$ cat src/rtl/exc_ctrl.sv
// exc_ctrl: exception / interrupt sequencer between write-back and the CSR file.
//
// Picks the highest-priority event for the WB instruction (interrupt, synchronous
// exception, ertn). It pulses the CSR strobes for one cycle, holds the pipeline
// flush for FLUSH_CYCLES cycles, and then offers a redirect PC to fetch through a
// valid/ready handshake.
//
// Ports:
//   clock, reset              system clock, synchronous active-high reset
//   wb_valid, wb_pc, wb_exc,  WB instruction status: exception flags
//   wb_vaddr, wb_ertn           [0] ADEF [1] INE [2] SYS [3] BRK [4] ALE [5] ADEM
//   csr_*                     CSR state: interrupt enables/status, entry/return PCs
//   wb_ex, wb_ecode,          exception strobe and cause to the CSR file
//   wb_esubcode, wb_badv_we,
//   wb_badv
//   eret_flush                ertn strobe to the CSR file
//   wb_kill                   suppresses commit of the WB instruction
//   pipe_flush                flushes IF..MEM
//   redirect_valid/_pc/_ready redirect handshake towards fetch

module exc_ctrl #(
  parameter int unsigned FLUSH_CYCLES = 2
) (
  input  logic        clock,
  input  logic        reset,
  input  logic        wb_valid,
  input  logic [31:0] wb_pc,
  input  logic [5:0]  wb_exc,
  input  logic [31:0] wb_vaddr,
  input  logic        wb_ertn,
  input  logic        csr_crmd_ie,
  input  logic [12:0] csr_ecfg_lie,
  input  logic [12:0] csr_estat_is,
  input  logic [31:0] csr_eentry,
  input  logic [31:0] csr_era,
  output logic        wb_ex,
  output logic [5:0]  wb_ecode,
  output logic [8:0]  wb_esubcode,
  output logic        wb_badv_we,
  output logic [31:0] wb_badv,
  output logic        eret_flush,
  output logic        wb_kill,
  output logic        pipe_flush,
  output logic        redirect_valid,
  output logic [31:0] redirect_pc,
  input  logic        redirect_ready
);

  localparam int unsigned CntW = 4;

  typedef enum logic [1:0] {StIdle, StFlush, StRedirect} state_e;

  state_e            state_q, state_d;
  logic              int_pend_q, int_pend_d;
  logic [CntW-1:0]   cnt_q, cnt_d;
  logic [31:0]       target_q, target_d;

  logic        idle;
  logic        exc_sel;
  logic        take;
  logic [5:0]  sel_ecode;
  logic [8:0]  sel_esubcode;
  logic        sel_badv_we;
  logic [31:0] sel_badv;

  assign idle    = (state_q == StIdle);
  // Interrupts and synchronous exceptions both override ertn.
  assign exc_sel = int_pend_q | (|wb_exc);
  assign take    = idle & wb_valid & (exc_sel | wb_ertn);

  // Cause decode, highest priority first.
  always_comb begin
    sel_ecode    = 6'h00;
    sel_esubcode = 9'd0;
    sel_badv_we  = 1'b0;
    sel_badv     = 32'd0;
    if (int_pend_q) begin
      sel_ecode = 6'h00;
    end else if (wb_exc[0]) begin
      sel_ecode   = 6'h08;
      sel_badv_we = 1'b1;
      sel_badv    = wb_pc;
    end else if (wb_exc[1]) begin
      sel_ecode = 6'h0d;
    end else if (wb_exc[2]) begin
      sel_ecode = 6'h0b;
    end else if (wb_exc[3]) begin
      sel_ecode = 6'h0c;
    end else if (wb_exc[4]) begin
      sel_ecode   = 6'h09;
      sel_badv_we = 1'b1;
      sel_badv    = wb_vaddr;
    end else if (wb_exc[5]) begin
      sel_ecode    = 6'h08;
      sel_esubcode = 9'd1;
      sel_badv_we  = 1'b1;
      sel_badv     = wb_vaddr;
    end
  end

  // Strobes exist only in the take cycle; data outputs are zero otherwise.
  always_comb begin
    wb_ex       = take & exc_sel;
    eret_flush  = take & ~exc_sel;
    wb_ecode    = wb_ex ? sel_ecode : 6'h00;
    wb_esubcode = wb_ex ? sel_esubcode : 9'd0;
    wb_badv_we  = wb_ex & sel_badv_we;
    wb_badv     = wb_badv_we ? sel_badv : 32'd0;
    wb_kill     = idle ? wb_ex : wb_valid;
    pipe_flush  = take | ~idle;
  end

  assign redirect_valid = (state_q == StRedirect);
  assign redirect_pc    = target_q;

  always_comb begin
    state_d    = state_q;
    cnt_d      = cnt_q;
    target_d   = target_q;
    int_pend_d = csr_crmd_ie & (|(csr_estat_is & csr_ecfg_lie));
    unique case (state_q)
      StIdle: begin
        if (take) begin
          state_d  = StFlush;
          cnt_d    = CntW'(FLUSH_CYCLES - 1);
          target_d = exc_sel ? csr_eentry : csr_era;
        end
      end
      StFlush: begin
        if (cnt_q == '0) begin
          state_d = StRedirect;
        end else begin
          cnt_d = cnt_q - 1'b1;
        end
      end
      StRedirect: begin
        if (redirect_ready) begin
          state_d = StIdle;
        end
      end
      default: state_d = StIdle;
    endcase
  end

  always_ff @(posedge clock) begin
    if (reset) begin
      state_q    <= StIdle;
      int_pend_q <= 1'b0;
      cnt_q      <= '0;
      target_q   <= 32'd0;
    end else begin
      state_q    <= state_d;
      int_pend_q <= int_pend_d;
      cnt_q      <= cnt_d;
      target_q   <= target_d;
    end
  end

endmodule

$ cat config.mk
export PLATFORM = sky130hd
export DESIGN_NAME = exc_ctrl
export DESIGN_NICKNAME = d
export VERILOG_FILES = /design/src/rtl/exc_ctrl.sv
export SDC_FILE = /design/constraint.sdc
export NUM_CORES = 1
export LEC_CHECK = 0
export CORE_UTILIZATION = 35
export DETAILED_ROUTE_END_ITERATION = 10
export PLACE_DENSITY = 0.83
export SETUP_SLACK_MARGIN = 0.05
export SYNTH_ARGS = -nofsm -noshare
export SYNTH_HDL_FRONTEND = slang
export SYNTH_SLANG_ARGS = --single-unit
$ cat constraint.sdc
create_clock -name clock -period 2.6 [get_ports clock]
set_input_delay 0.52 -clock clock [delete_from_list [all_inputs] [get_ports clock]]
set_output_delay 0.52 -clock clock [all_outputs]
set_load 0.05 [all_outputs]
==> results by group, run 1 <==
Drt
  – DRC viols: 0
  – DR vias: 5055
  – Wire per inst: between 20 and 25 µm
  – DRT Pass-1 Iters: 4
  – Routed wire length: ~19 mm
  – Remaining antenna violation count: 0
  – DR vias/cell: 6.531
  – Iteration-0 DRC Markers: 395

Layout
  – Area of the multi-input gates: roughly 3000 µm²
  – Final nets: 829
  – Share of layout cells above drive strength 1: 0.2753
  – FF+latch area: 780.7 µm²
  – FILL cells: 529
  – Area Overhead vs Synth: 121.9%
  – Design area: 7322 µm²

Timing
  – Final setup viols: 0
  – Worst slew pin tran: 0.8568 ns
  – RSZ-0062 raised after global routing: true
  – Setup Total Neg Slack: 0 ns
  – Max Clk Rate: 385.8 MHz
  – Post-route clock period utilization: 0.9969
  – Clk_skew: 0.01058 ns
  – Max-slew violations: 0
  – Rel. slew slack: 0.4288
  – Hold slack: roughly 0.53 ns
  – Final hold vios: 0
  – Post-route minimum period: 2.592 ns
  – Final WS setup: 0.007933 ns

Power
  – Static leakage: 2.426 nW
  – Power share of the clock group: 0.161
  – Combinational share of power: 0.555
  – Switching portion of total power: 0.4084
  – Power per cell area: 330.2 nW/µm²
  – Internal power: between 1 and 1.5 mW
  – Sequential Power Share: 0.283
  – Sw power: between 0.9 and 1 mW
  – Worst IR Drop VDD: ~0.26 mV

Logic synthesis
  – FF+latch count, synth: 39
  – Register area share after synthesis: 0.2366
  – YS warnings: 0
  – Top-area cell type share of the netlist area: 0.2366
  – Synth unique cells: 45
  – Avg Cell Area, Syn: 7.602 µm²
  – Post-synthesis instance total: 434
  – Synth area leaders: dfxtp_1, a32oi_1, nand4b_1, a41oi_1, or4_1
  – Area of the mapped netlist: 3299 µm²
  – Area leader, netlist: dfxtp_1

Run status
  – Status: finished clean

Placement
  – Placed Area: 6543 µm²
  – GP Congestion: 0.8564
  – Hpwl dp: between 10 and 15 mm
  – I/O Buffers: 240
  – Pre-CTS setup slack: -0.3472 ns

CTS
  – CTS tree: built
  – H-tree Lvls: 2
  – Cts hold-fix bufs: 0
  – Clock latency on the worst-skew pair: 0.29 ns
  – Root buffer cell: clkbuf_8
  – Clock Tree Buf Depth: 2
  – TritonCTS buffer count: 5
  – Clock Sinks: 39
  – Clk slew on worst S/H paths: around 0.07 ns

Die
  – Die height: ~99 µm
  – Floorplan Core Area: slightly above 9000 µm²
  – Initial Utilization: 0.3588
  – Die Wd: 99.09 µm
  – I/O pins: 251
  – Row cnt: 35
  – Die area: 9819 µm²

GRT
  – Largest net degree at the start of global routing: 68
  – Initial antenna violation count: 2
  – Total GRT Usage: 0.3232
  – First-pass GRT wire length: 25.02 mm
  – Grt ovf: 0
  – Vias in the first global route: 4689

Run
  – Max Cap Viol: 0

Worst setup path
  – Worst path max stage delay: 0.57 ns
  – Crit Path Class: in -> out
  – Worst Setup SP: wb_exc[3]
  – Cells on worst reg2reg path: 4
  – Worst Path Max Fanout: 37
  – Slowest-stage cell, CP: or4_4
  – Worst EP required: 2.08 ns
  – Critical path endpoint: wb_ecode[0]
  – CP Launch Type: input port
  – Reg2reg start: state_q[0]
  – Worst reg2reg path endpoint: redirect_pc[7]
  – Arrival @ worst endpoint: between 2 and 2.5 ns
  – CP Cell Sequence: buf_6 > or4_4 > buf_6 > nor2_2 > buf_4 > nor4_2 > buf_4
  – Crit path capture type: output port
  – R2r setup slk: 0.53 ns

Hold path
  – Hold Path Class: reg -> reg
  – Worst hold start: cnt_q[1]
worst min path at each step:
| stage | end | slack [ns] | depth (start not counted) |
|---|---|---|---|
| 2_1_floorplan | cnt_q[1] | 0.48 | 2 |
| 3_5_place_dp | cnt_q[1] | 0.52 | 2 |
| 3_3_place_gp | cnt_q[1] | 0.49 | 2 |
| 5_1_grt | redirect_pc[3] | 0.57 | 2 |
| 6_report | cnt_q[1] | 0.53 | 2 |
| 4_1_cts | cnt_q[1] | 0.54 | 2 |
power groups by stage:
stage | Clock (mW) | Sequential, mW | Combinational [mW]
3_5_place_dp | 0 | 0.697 | 1.16
2_1_floorplan | 0 | 0.812 | 0.511
4_1_cts | 0.401 | 0.683 | 1.26
3_3_place_gp | 0 | 0.694 | 1.14
6_report | 0.390 | 0.685 | 1.34
5_1_grt | 0.421 | 0.690 | 1.39
flip-flops by register name, summed over array words and instances (netlist names):
| register | flops |
|---|---|
| cnt_q | 4 |
| int_pend_q | 1 |
| redirect_pc | 32 |
| state_q | 2 |
placed cells by master (no fill, tap or decap), types with 3 or more instances in the layout:
master / count
buf_6: 6
a32oi_4: 8
clkbuf_16: 3
buf_16: 3
a32oi_2: 21
dfxtp_1: 39
bufbuf_16: 3
clkbuf_8: 5
nand2_1: 65
a32oi_1: 3
a22oi_1: 4
o211ai_1: 32
a41oi_1: 31
conb_1: 10
inv_1: 8
nand4b_1: 32
nor2_2: 4
clkdlybuf4s50_1: 189
buf_2: 4
nor3_2: 5
buf_12: 42
nor3_4: 29
or4_1: 33
nor2_1: 3
dlygate4sd2_1: 3
buf_4: 29
critical path, delay by kind of cell:
family / cells / cell delay [ns]
simple gates: 3 / 0.81
buf+inv: 4 / 0.73
per-layer routing:
layer / vias to the layer above / global-route usage / share of wire
li1: 2186 / - / -
met1: 2456 / 0.3579 / 0.36
met2: 336 / 0.5890 / 0.50
met3: 77 / 0.07098 / 0.086
met4: 0 / 0.1516 / 0.053
met5: - / 0 / 0
Yosys cell counts (all sizes together):
cell type   n
nand2      65
clkbuf     53
dfxtp      39
nor3       35
or4        34
a32oi      32
a41oi      32
nand4b     32
o211ai     32
buf        19
inv         8
nor2        7
a22oi       4
nor4        4
nand2b      3
or3         3
a211oi      2
a21oi       2
and3        2
nand3b      2
nor2b       2
nor3b       2
o22ai       2
o31a        2
or3b        2
a211o       1
a221oi      1
a222oi      1
a22o        1
a311oi      1
a31oi       1
conb        1
ha          1
nand3       1
nor4b       1
o311ai      1
o41a        1
o41ai       1
or2         1
cell type report:
| cell class | instances | area share |
|---|---|---|
| multi-input combinational | 324 | 0.4017 |
| clock inverter | 1 | 0.001025 |
| antenna | 2 | 0.0006835 |
| sequential | 39 | 0.1066 |
| timing repair buffer | 284 | 0.4575 |
| tap | 111 | 0.01897 |
| inverter | 8 | 0.004101 |
| clock buffer | 5 | 0.009398 |
metrics by stage:
step                std cells  utilization  total power [mW]
finish                    774       0.7962             2.418
detailed placement        750       0.7114             1.854
global route              773       0.7959             2.502
global placement          750       0.7114             1.830
floorplan                 443            -             1.323
CTS                       766       0.7679             2.339
cell families (layout without fill, tap and decap cells):
| family | after synthesis | in the layout | share of synthesized area |
|---|---|---|---|
| AND/OR/NAND/NOR | 196 | 196 | 0.3477 |
| buffers and inverters | 80 | 298 | 0.1134 |
| flip-flops | 39 | 39 | 0.2366 |
| other | 1 | 12 | 0.001137 |
| adder cells (fa/ha/maj) | 1 | 1 | 0.003792 |
| AO/OA/AOI/OAI | 117 | 117 | 0.2973 |
repair_timing:
item                       4_1_cts  5_1_grt
setup endpoints to repair       58       34
gates resized for setup         62       23
setup buffers                    6        3
cloned                           4        3
pin swaps                        7       18
(Power assumes the default switching activity.)
==> run 2, diff against run 1 <==
--- a/config.mk
+++ b/config.mk
@@ -9,6 +9,7 @@
 export DETAILED_ROUTE_END_ITERATION = 10
 export PLACE_DENSITY = 0.83
 export SETUP_SLACK_MARGIN = 0.05
+export SLEW_MARGIN = 0
 export SYNTH_ARGS = -nofsm -noshare
 export SYNTH_HDL_FRONTEND = slang
 export SYNTH_SLANG_ARGS = --single-unit
==> results of run 2 <==
The final DEF is identical to that of run 1; final timing and power are the same.
